<file path="src/rtl/key_press_decoder.sv">
// Push-button conditioner: 2-flop sync, per-key debounce FSM, registered press/release strobes.
// Optional auto-repeat of press while held is built when KEY_REPEAT_EN is defined.
module key_press_decoder #(
  parameter int unsigned N_KEYS          = 3,
  parameter int unsigned DEBOUNCE_CYCLES = 1000000,
  parameter int unsigned REPEAT_DELAY    = 25000000,
  parameter int unsigned REPEAT_PERIOD   = 5000000
) (
  input  logic              CLOCK_50,
  input  logic              RESET,
  input  logic [N_KEYS-1:0] KEY,
  output logic [N_KEYS-1:0] pressed,
  output logic [N_KEYS-1:0] press,
  // `release` is a reserved word, so the release strobe carries the _o suffix
  output logic [N_KEYS-1:0] release_o,
  output logic              any_press
);

  localparam int unsigned CntW = $clog2(DEBOUNCE_CYCLES + 1);
  localparam logic [CntW-1:0] CntLast = CntW'(DEBOUNCE_CYCLES - 1);

  typedef enum logic [1:0] {StIdle, StPressPend, StHeld, StRelPend} state_e;

  logic [N_KEYS-1:0] sync1_q, sync2_q;
  logic [N_KEYS-1:0] pressed_nx, press_nx, release_nx;
  logic [N_KEYS-1:0] pressed_q, press_q, release_q;
  logic              any_press_q;

  always_ff @(posedge CLOCK_50) begin
    if (RESET) begin
      sync1_q <= '0;
      sync2_q <= '0;
    end else begin
      sync1_q <= ~KEY;
      sync2_q <= sync1_q;
    end
  end

  for (genvar k = 0; k < N_KEYS; k++) begin : g_key
    state_e          state_q, state_d;
    logic [CntW-1:0] cnt_q, cnt_d, cnt_inc;
    logic            press_fsm, rel_fsm, rep_fire;
    logic            s;

    assign s       = sync2_q[k];
    assign cnt_inc = (cnt_q == {CntW{1'b1}}) ? cnt_q : cnt_q + CntW'(1);

    always_comb begin
      state_d   = state_q;
      cnt_d     = cnt_q;
      press_fsm = 1'b0;
      rel_fsm   = 1'b0;
      unique case (state_q)
        StIdle: begin
          if (s) begin
            state_d = StPressPend;
            cnt_d   = '0;
          end
        end
        StPressPend: begin
          if (!s) begin
            state_d = StIdle;
            cnt_d   = '0;
          end else if (cnt_q == CntLast) begin
            state_d   = StHeld;
            press_fsm = 1'b1;
            cnt_d     = '0;
          end else begin
            cnt_d = cnt_inc;
          end
        end
        StHeld: begin
          if (!s) begin
            state_d = StRelPend;
            cnt_d   = '0;
          end
        end
        StRelPend: begin
          if (s) begin
            state_d = StHeld;
            cnt_d   = '0;
          end else if (cnt_q == CntLast) begin
            state_d = StIdle;
            rel_fsm = 1'b1;
            cnt_d   = '0;
          end else begin
            cnt_d = cnt_inc;
          end
        end
        default: begin
          state_d = StIdle;
          cnt_d   = '0;
        end
      endcase
    end

    always_ff @(posedge CLOCK_50) begin
      if (RESET) begin
        state_q <= StIdle;
        cnt_q   <= '0;
      end else begin
        state_q <= state_d;
        cnt_q   <= cnt_d;
      end
    end

`ifdef KEY_REPEAT_EN
    localparam int unsigned RepMax =
        (REPEAT_DELAY > REPEAT_PERIOD) ? REPEAT_DELAY : REPEAT_PERIOD;
    localparam int unsigned RepW = $clog2(RepMax + 1);
    localparam logic [RepW-1:0] DelayLast  = RepW'(REPEAT_DELAY - 1);
    localparam logic [RepW-1:0] PeriodLast = RepW'(REPEAT_PERIOD - 1);

    logic [RepW-1:0] rep_q, rep_d;
    logic            rep_first_q, rep_first_d;

    // Counts only while staying in HELD; REL_PEND pauses, IDLE/PRESS_PEND clear
    always_comb begin
      rep_d       = rep_q;
      rep_first_d = rep_first_q;
      rep_fire    = 1'b0;
      if (state_q == StHeld && s) begin
        if (rep_q == (rep_first_q ? PeriodLast : DelayLast)) begin
          rep_fire    = 1'b1;
          rep_d       = '0;
          rep_first_d = 1'b1;
        end else if (rep_q != {RepW{1'b1}}) begin
          rep_d = rep_q + RepW'(1);
        end
      end
      if (state_d == StIdle || state_d == StPressPend) begin
        rep_d       = '0;
        rep_first_d = 1'b0;
      end
    end

    always_ff @(posedge CLOCK_50) begin
      if (RESET) begin
        rep_q       <= '0;
        rep_first_q <= 1'b0;
      end else begin
        rep_q       <= rep_d;
        rep_first_q <= rep_first_d;
      end
    end
`else
    assign rep_fire = 1'b0;
`endif

    assign press_nx[k]   = press_fsm | rep_fire;
    assign release_nx[k] = rel_fsm;
    assign pressed_nx[k] = (state_d == StHeld) || (state_d == StRelPend);
  end

  always_ff @(posedge CLOCK_50) begin
    if (RESET) begin
      pressed_q   <= '0;
      press_q     <= '0;
      release_q   <= '0;
      any_press_q <= 1'b0;
    end else begin
      pressed_q   <= pressed_nx;
      press_q     <= press_nx;
      release_q   <= release_nx;
      any_press_q <= |press_nx;
    end
  end

  assign pressed   = pressed_q;
  assign press     = press_q;
  assign release_o = release_q;
  assign any_press = any_press_q;

endmodule

</file>
<file path="config.mk">
export PLATFORM = sky130hd
export DESIGN_NAME = key_press_decoder
export DESIGN_NICKNAME = d
export VERILOG_FILES = /design/src/rtl/key_press_decoder.sv
export SDC_FILE = /design/constraint.sdc
export NUM_CORES = 1
export LEC_CHECK = 0
export CAP_MARGIN = 20
export CORE_MARGIN = 2
export CORE_UTILIZATION = 60
export DETAILED_ROUTE_END_ITERATION = 10
export DONT_BUFFER_PORTS = 1
export GPL_TIMING_DRIVEN = 0
export PLACE_DENSITY = 0.74
export SLEW_MARGIN = 5
export SYNTH_ARGS = -nofsm -noshare
export SYNTH_HDL_FRONTEND = slang
export SYNTH_SLANG_ARGS = --single-unit
</file>
<file path="constraint.sdc">
create_clock -name CLOCK_50 -period 5.57 [get_ports CLOCK_50]
set_input_delay 0.557 -clock CLOCK_50 [delete_from_list [all_inputs] [get_ports CLOCK_50]]
set_output_delay 0.557 -clock CLOCK_50 [all_outputs]
set_load 0.05 [all_outputs]
</file>
==> results by group, run 1 <==
Run status
  – Run status: finished, final reports clean

Clock network
  – Skew-Pair Late Insertion Delay: roughly 0.37 ns
  – Clk root buf: clkbuf_8
  – CTS Sinks: 80
  – Setup Fix Bufs, Post-CTS: 0
  – Worst-path clk slew: 0.09 ns
  – Total CTS buffers: 9
  – Clock buffer depth: 2
  – Hold_buf cts: 0
  – Post-CTS Resized: 0
  – H-tree levels: 3
  – CTS tree: yes

STA
  – Actual slew at the worst max-slew pin: just over 0.9 ns
  – Final Skew: roughly 0.012 ns
  – Rel. slew slack: a little under two fifths
  – Setup violators final: 0
  – Fmax: approximately 450 MHz
  – RSZ-0062 raised after global routing: false
  – Fin. Hold Viols: 0
  – Worst hold slack: about 0.25 ns
  – Fin crit period: between 2 and 2.5 ns
  – Setup total negative slack: 0 ns
  – Fin crit share: 40.3%
  – Worst setup margin: roughly 3.3 ns
  – Max-slew violation count: 0

Detailed routing
  – Vias: about 3900
  – Top sig layer: met4
  – M1 wire length: roughly 4.7 mm
  – Drt initial violations: between 300 and 400
  – Routed met2 length: 4.48 mm
  – Routed wire length per instance: between 15 and 20 µm
  – Avg Vias per Cell: 6.57
  – Met3 wire length: approximately 650 µm
  – DRC: 0
  – Post-DRT Antenna Nets: 0
  – WL final: 9.99 mm
  – Drt pass-1 iters: 5

Yosys
  – Syn avg cell area: between 8 and 9 µm²
  – Number of synthesized register bits: 80
  – Ys async rst share: 0%
  – Register area share after synthesis: 38.3%
  – Mapped Area: between 0.004 and 0.005 mm²
  – Synth unique cells: 65
  – Synth Flop Type: dfxtp_1
  – Cell count after synthesis: about 500
  – Yosys warnings: 0
  – Post-synth EDFFs: 0
  – Syn nets: between 500 and 600

Global routing
  – First-pass GRT wire length: around 17 mm
  – GRT Residual Overflow: 0
  – Pin count of the biggest net entering global routing: 16
  – Vias in the first global route: between 3000 and 4000
  – Gr usage total: about 28%
  – Initial antenna violation count: 0

Hold path
  – Worst hold stages: 1
  – Hold EP: sync1_q[0]$_SDFF_PP0_
  – Hold Crit Start: KEY[0]
  – Min-Delay Path Class: in -> reg

Placement
  – Cells after DPL: roughly 580
  – Pre-CTS setup slack: around 3.3 ns
  – Port bufs: 0
  – Gpl congestion: 0.915
  – HPWL after detailed placement: ~7.1 mm

Worst setup path
  – Critical Path Fanout Max: 10
  – Critical Path AT: ~2.5 ns
  – Worst R2R Start: g_key[1].cnt_q[0]$_SDFFE_PP0P_
  – CP Class: reg -> reg
  – R2r setup slk: between 3 and 4 ns
  – Setup crit start kind: flip-flop
  – Register-to-Register Path Depth: 7
  – CP peak stage delay: between 0.3 and 0.4 ns
  – Slowest CP cell: or3b_1
  – Crit path required time: 5.85 ns
  – Worst R2R End: g_key[1].cnt_q[6]$_SDFFE_PP0P_
  – Most common cell on crit path: and4_1
  – Crit-path cells: ha_1 -> and4_1 -> and4_1 -> a21oi_1 -> buf_2 -> or3b_1 -> a31oi_1
  – Crit path capture type: flip-flop

Pwr
  – Net switching power: approximately 0.00027 W
  – Leakage: about 1.4 nW
  – Internal power: about 0.0008 W
  – Comb power frac: 4.0%
  – Clock share of power: a little over two fifths
  – Power per cell area: 238 mW/mm²
  – Worst IR Drop VDD: 0.211 mV
  – Seq pwr share: between 50% and 60%
  – Sw Ratio: about a quarter

Floorplanning
  – # IOs: 15
  – Die Ht: approximately 88 µm
  – Die X: ~88 µm
  – Site Rows: 30
  – Die area: roughly 0.0077 mm²
  – Core Area: between 0.006 and 0.007 mm²
  – Initial Util: between 60 and 70%

Job
  – Max-cap viol count: 0

Final layout
  – Commonest non-fill, non-tap cell in the layout: dfxtp_1
  – Share of cells above drive strength 1: under 10%
  – # diodes: 0
  – Fin cells: between 500 and 600
  – Most frequent cells in the layout: dfxtp_1 (80), nor2_1 (49), nand2_1 (38)
  – Register area: 0.00160 mm²
  – Footprint of the multi-input gates: around 0.0024 mm²
  – Nets: ~520
  – Area Overhead vs Synth: 7.21%
  – Fill count: 601
  – Final core utilization: about two thirds
-- flip-flops by register name, summed over array words and instances, names as in the netlist --
signal and cells:
pressed 3, g_key.cnt_q 60, sync2_q 3, g_key.state_q 4, sync1_q 3, press 3
release_o 3, any_press 1
-- worst max path at each step --
stage | from | endpoint | slack, ns
floorplan | g_key[2].cnt_q[0]$_SDFFE_PP0P_ | g_key[2].cnt_q[18]$_SDFFE_PP0P_ | 3.55
global placement | g_key[1].cnt_q[0]$_SDFFE_PP0P_ | g_key[1].cnt_q[4]$_SDFFE_PP0P_ | 3.41
detailed placement | g_key[1].cnt_q[0]$_SDFFE_PP0P_ | g_key[1].cnt_q[4]$_SDFFE_PP0P_ | 3.35
CTS | g_key[2].cnt_q[0]$_SDFFE_PP0P_ | g_key[2].cnt_q[0]$_SDFFE_PP0P_ | 3.32
global route | g_key[1].cnt_q[0]$_SDFFE_PP0P_ | g_key[1].cnt_q[6]$_SDFFE_PP0P_ | 3.14
finish | g_key[1].cnt_q[0]$_SDFFE_PP0P_ | g_key[1].cnt_q[6]$_SDFFE_PP0P_ | 3.32
-- critical path: cells and delay by family (launching register included) --
| kind | cells | cell delay, ns |
|---|---|---|
| DFF | 1 | 0.34 |
| and+or+nand+nor | 3 | 0.94 |
| AOI/OAI and AO/OA | 2 | 0.37 |
| buffers and inverters | 1 | 0.24 |
| adders and majority gates | 1 | 0.28 |
-- power by group through the flow --
| stage | clock [W] | combinational (W) | sequential [W] |
|---|---|---|---|
| finish | 0.000445 | 0.0000424 | 0.000580 |
| floorplan | 0 | 0.0000309 | 0.000592 |
| detailed placement | 0 | 0.0000418 | 0.000593 |
| global placement | 0 | 0.0000411 | 0.000593 |
| CTS | 0.000448 | 0.0000420 | 0.000580 |
| global route | 0.000470 | 0.0000474 | 0.000581 |
-- Yosys cell counts, drive strengths merged, types with 6 or more instances --
| cell | n | area [µm²] |
|---|---|---|
| buf | 12 | 71.3 |
| and4 | 11 | 96.3 |
| and2 | 6 | 37.5 |
| and3 | 9 | 56.3 |
| a211oi | 6 | 60.1 |
| a21o | 6 | 45.0 |
| nor4b | 7 | 67.6 |
| or2 | 9 | 56.3 |
| xnor2 | 14 | 123 |
| or4 | 6 | 45.0 |
| mux2i | 6 | 60.1 |
| nor4 | 13 | 96.3 |
| nand4 | 19 | 131 |
| nand2 | 38 | 143 |
| nand3 | 20 | 110 |
| nor3 | 17 | 96.4 |
| dfxtp | 80 | 1600 |
| o21ai | 28 | 148 |
| a31oi | 6 | 37.5 |
| nor2 | 49 | 184 |
| inv | 19 | 71.3 |
| a21oi | 38 | 194 |
| o211ai | 8 | 60.1 |
| o22ai | 7 | 43.8 |
| or3 | 8 | 55.1 |
-- per-stage QoR --
step	total power (W)	cell area, µm²
2_1_floorplan	0.000623	4180
3_5_place_dp	0.000635	4280
6_report	0.00107	4490
4_1_cts	0.00107	4490
3_3_place_gp	0.000634	4280
5_1_grt	0.00110	4490
-- per-layer routing --
layer  vias to the layer above  track usage [%]
li1                       1902                -
met1                      1860             39.2
met2                       150             41.7
met3                        16             5.02
met4                         0             10.5
met5                         -                0
-- logic make-up (layout without fill, tap and decap cells) --
kind of cell | count (synthesis) | after routing | share of synthesized area, %
mux | 7 | 7 | 1.70
xor+xnor | 19 | 19 | 3.98
fa+ha+maj | 3 | 3 | 0.897
buf+inv | 36 | 52 | 3.86
simple gates | 229 | 229 | 31.2
compound gates | 128 | 128 | 20.1
flops | 80 | 80 | 38.3
-- layout make-up --
type / instances / share of cell area [%]
clock buffer: 9 / 2.76
inverter: 19 / 1.59
buffer: 17 / 2.01
multi-input combinational: 386 / 54.0
tap: 80 / 2.23
sequential: 80 / 35.7
clock inverter: 7 / 1.73
Power figures use the tool's default switching activity.
==> run 2, diff against run 1 <==
--- a/config.mk
+++ b/config.mk
@@ -7,11 +7,11 @@
 export LEC_CHECK = 0
 export CAP_MARGIN = 20
 export CORE_MARGIN = 2
-export CORE_UTILIZATION = 60
+export CORE_UTILIZATION = 57
 export DETAILED_ROUTE_END_ITERATION = 10
 export DONT_BUFFER_PORTS = 1
 export GPL_TIMING_DRIVEN = 0
-export PLACE_DENSITY = 0.74
+export PLACE_DENSITY = 0.73
 export SLEW_MARGIN = 5
 export SYNTH_ARGS = -nofsm -noshare
 export SYNTH_HDL_FRONTEND = slang
==> constraint.sdc (replaced) <==
create_clock -name CLOCK_50 -period 2 [get_ports CLOCK_50]
set_input_delay 0.2 -clock CLOCK_50 [delete_from_list [all_inputs] [get_ports CLOCK_50]]
set_output_delay 0.2 -clock CLOCK_50 [all_outputs]
set_load 0.05 [all_outputs]
==> run 2 against run 1 <==
- the flow now finishes with violations (setup timing)
- core utilization increased by 5.5 points
- register-to-register slack got worse by 3.4 ns
- first-iteration DRC count decreased by 14%
- highest routed layer unchanged
- critical endpoint is now g_key[2].cnt_q[18]$_SDFFE_PP0P_
- sequential power increased to 2.8 times the previous value
- largest power group unchanged
- largest cell class unchanged
- fmax increased by 8.1%
- via count increased by 5.7%
- sequential cell count unchanged
- power increased to 2.9 times the previous value
- hold slack got worse by 0.15 ns
==> results by group, run 2 (synthesis gave the netlist of run 1 again) <==
Hold path
  – Worst hold stages: 2 (+1)
  – Min-Delay Path Class: in -> reg
  – Hold Crit Start: RESET
  – Hold EP: g_key[2].cnt_q[17]$_SDFFE_PP0P_

STA
  – Rel. slew slack: 50.1% (+12 points)
  – Final Skew: 0.00754 ns (-0.00418 ns)
  – RSZ-0062 raised after global routing: true
  – Max-slew violation count: 0 (unchanged)
  – Setup violators final: 2 (+2)
  – Fmax: 481 MHz (+8.1%)
  – Fin. Hold Viols: 0 (unchanged)
  – Worst setup margin: -0.0792 ns (-3.40 ns)
  – Fin crit period: 2.08 ns (-0.167 ns)
  – Fin crit share: 104% (+64 points)
  – Actual slew at the worst max-slew pin: 0.749 ns (-0.177 ns)

Pwr
  – Internal power: 0.00226 W (+180%)
  – Power per cell area: 589 mW/mm² (+150%)
  – Comb power frac: 5.5% (+1.5 points)
  – Clock share of power: 41.6% (about the same)
  – Net switching power: 0.000781 W (+190%)
  – Leakage: 1.66 nW (+16%)
  – Sw Ratio: 25.7% (+0.67 points)
  – Worst IR Drop VDD: 0.462 mV (+120%)
  – Seq pwr share: 52.9% (-1.5 points)

Detailed routing
  – Avg Vias per Cell: 6.37 (-3.0%)
  – WL final: 11.2 mm (+12%)
  – Drt pass-1 iters: 7 (+2)
  – Routed wire length per instance: 17.1 µm (+2.4%)
  – Vias: 4153 (+5.7%)
  – DRC: 0 (unchanged)
  – Post-DRT Antenna Nets: 0 (unchanged)
  – Drt initial violations: 304 (-14%)

Global routing
  – Initial antenna violation count: 0 (unchanged)
  – GRT Residual Overflow: 0 (unchanged)
  – Vias in the first global route: 3460 (-2.1%)
  – Gr usage total: 25.9% (-1.7 points)
  – First-pass GRT wire length: 16.2 mm (-4.0%)
  – Pin count of the biggest net entering global routing: 17 (+1)

Worst setup path
  – Worst R2R End: g_key[2].cnt_q[18]$_SDFFE_PP0P_
  – Crit path required time: 2.26 ns (-3.59 ns)
  – Setup crit start kind: flip-flop
  – CP Class: reg -> reg
  – Critical Path Fanout Max: 4 (-6)
  – Crit path capture type: flip-flop
  – Worst R2R Start: g_key[2].cnt_q[7]$_SDFFE_PP0P_
  – Crit. Startpoint: g_key[2].cnt_q[7]$_SDFFE_PP0P_
  – R2r setup slk: -0.08 ns (-3.40 ns)
  – Register-to-Register Path Depth: 7 (unchanged)
  – Critical Path AT: 2.34 ns (-0.19 ns)

Final layout
  – Final core utilization: 71.9% (+5.5 points)
  – Fin cells: 652 (+9.0%)
  – Most frequent cells in the layout: dfxtp_1 (58), nor2_1 (44), nand2_1 (38)
  – Commonest non-fill, non-tap cell in the layout: dfxtp_1
  – Fill count: 530 (-12%)
  – Register area: 0.00165 mm² (+2.8%)
  – Area Overhead vs Synth: 23.3%
  – Share of cells above drive strength 1: 25.7% (+16 points)
  – Biggest regs: g_key.cnt_q x60, g_key.state_q x4
  – Top reg by flops: g_key.cnt_q
  – Footprint of the multi-input gates: 0.00271 mm² (+12%)
  – # diodes: 0 (unchanged)
  – Nets: 556 (+6.7%)
  – Max reg flops: 60 (unchanged)

Floorplanning
  – Core Area: 0.00718 mm² (+6.2%)
  – Die Ht: 89.7 µm (+2.5%)
  – Die area: 0.00804 mm² (+5.0%)
  – Die X: 89.7 µm (+2.5%)
  – Site Rows: 31 (+3.3%)
  – # IOs: 15 (unchanged)
  – Initial Util: 58.3% (-3.6 points)

Clock network
  – Clk root buf: clkbuf_8
  – Total CTS buffers: 9 (unchanged)
  – Clock buffer depth: 2 (unchanged)
  – H-tree levels: 3 (unchanged)
  – Skew-Pair Late Insertion Delay: 0.36 ns (about the same)
  – Worst-path clk slew: 0.09 ns (about the same)
  – CTS tree: yes
  – CTS Sinks: 80 (unchanged)

Placement
  – HPWL after detailed placement: 6.92 mm (-3.1%)
  – Gpl congestion: 0.887 (-3.1%)
  – Cells after DPL: 601 (+3.3%)
  – Port bufs: 0 (unchanged)

Run status
  – Run status: finished, violations left
  – Violated checks: setup timing

Job
  – Max-cap viol count: 0 (unchanged)
## run 2: metal layers
metal	share of wire, %	wire length, µm	global-route usage, %
met1	41	4560	33.0
met2	51	5730	42.8
met3	5.9	663	7.13
met4	1.9	210	8.01
met5	0	0	0
## run 2: power by group through the flow
| stage | clock network (W) | logic [W] | registers (W) |
|---|---|---|---|
| CTS | 0.00129 | 0.000150 | 0.00161 |
| global placement | 0 | 0.000115 | 0.00165 |
| finish | 0.00126 | 0.000167 | 0.00161 |
| detailed placement | 0 | 0.000117 | 0.00165 |
| floorplan | 0 | 0.0000862 | 0.00165 |
| global route | 0.00135 | 0.000182 | 0.00161 |
## run 2: repair_timing
action                                  CTS  global route
endpoints found under the setup margin   40            52
gates resized for setup                  34            60
hold endpoints to repair                  3             0
hold buffers                              3             0
pin swaps                                 9            20
gates cloned                              1             1
setup buffers                            15            16
## run 2: stage by stage
step	power [W]	hold WS, ns	worst slack (ns)	TNS (ns)	area, µm²
floorplan	0.00174	0.267	0.0222	0	4190
global placement	0.00177	0.270	-0.163	-3.38	4310
detailed placement	0.00177	0.270	-0.223	-3.83	4310
CTS	0.00305	0.0905	-0.00799	-0.0199	4830
global route	0.00314	0.0947	-0.136	-0.897	5160
finish	0.00304	0.0994	-0.0792	-0.0837	5160
## run 2: cell type report
class,instances,area share [%]
Multi-Input combinational cell,386,52.5
Buffer,16,1.94
Clock inverter,7,1.62
Clock buffer,9,2.40
Inverter,19,1.38
Timing Repair Buffer,36,5.87
Sequential cell,80,31.9
Tap cell,99,2.40
## run 2: worst max-delay path: stages (launching register included)
cell	delay (ns)
dfxtp_2	0.34
buf_6	0.10
nand4_1	0.20
or3_4	0.42
buf_6	0.14
or3_4	0.38
a21o_1	0.19
a22o_1	0.20
## run 2: worst max-delay path by stage
stage,to,cells past startpoint
finish,g_key[2].cnt_q[18]$_SDFFE_PP0P_,7
global route,g_key[1].cnt_q[0]$_SDFFE_PP0P_,6
CTS,g_key[2].cnt_q[9]$_SDFFE_PP0P_,7
detailed placement,g_key[1].cnt_q[6]$_SDFFE_PP0P_,7
global placement,g_key[1].cnt_q[6]$_SDFFE_PP0P_,7
floorplan,g_key[2].cnt_q[18]$_SDFFE_PP0P_,7
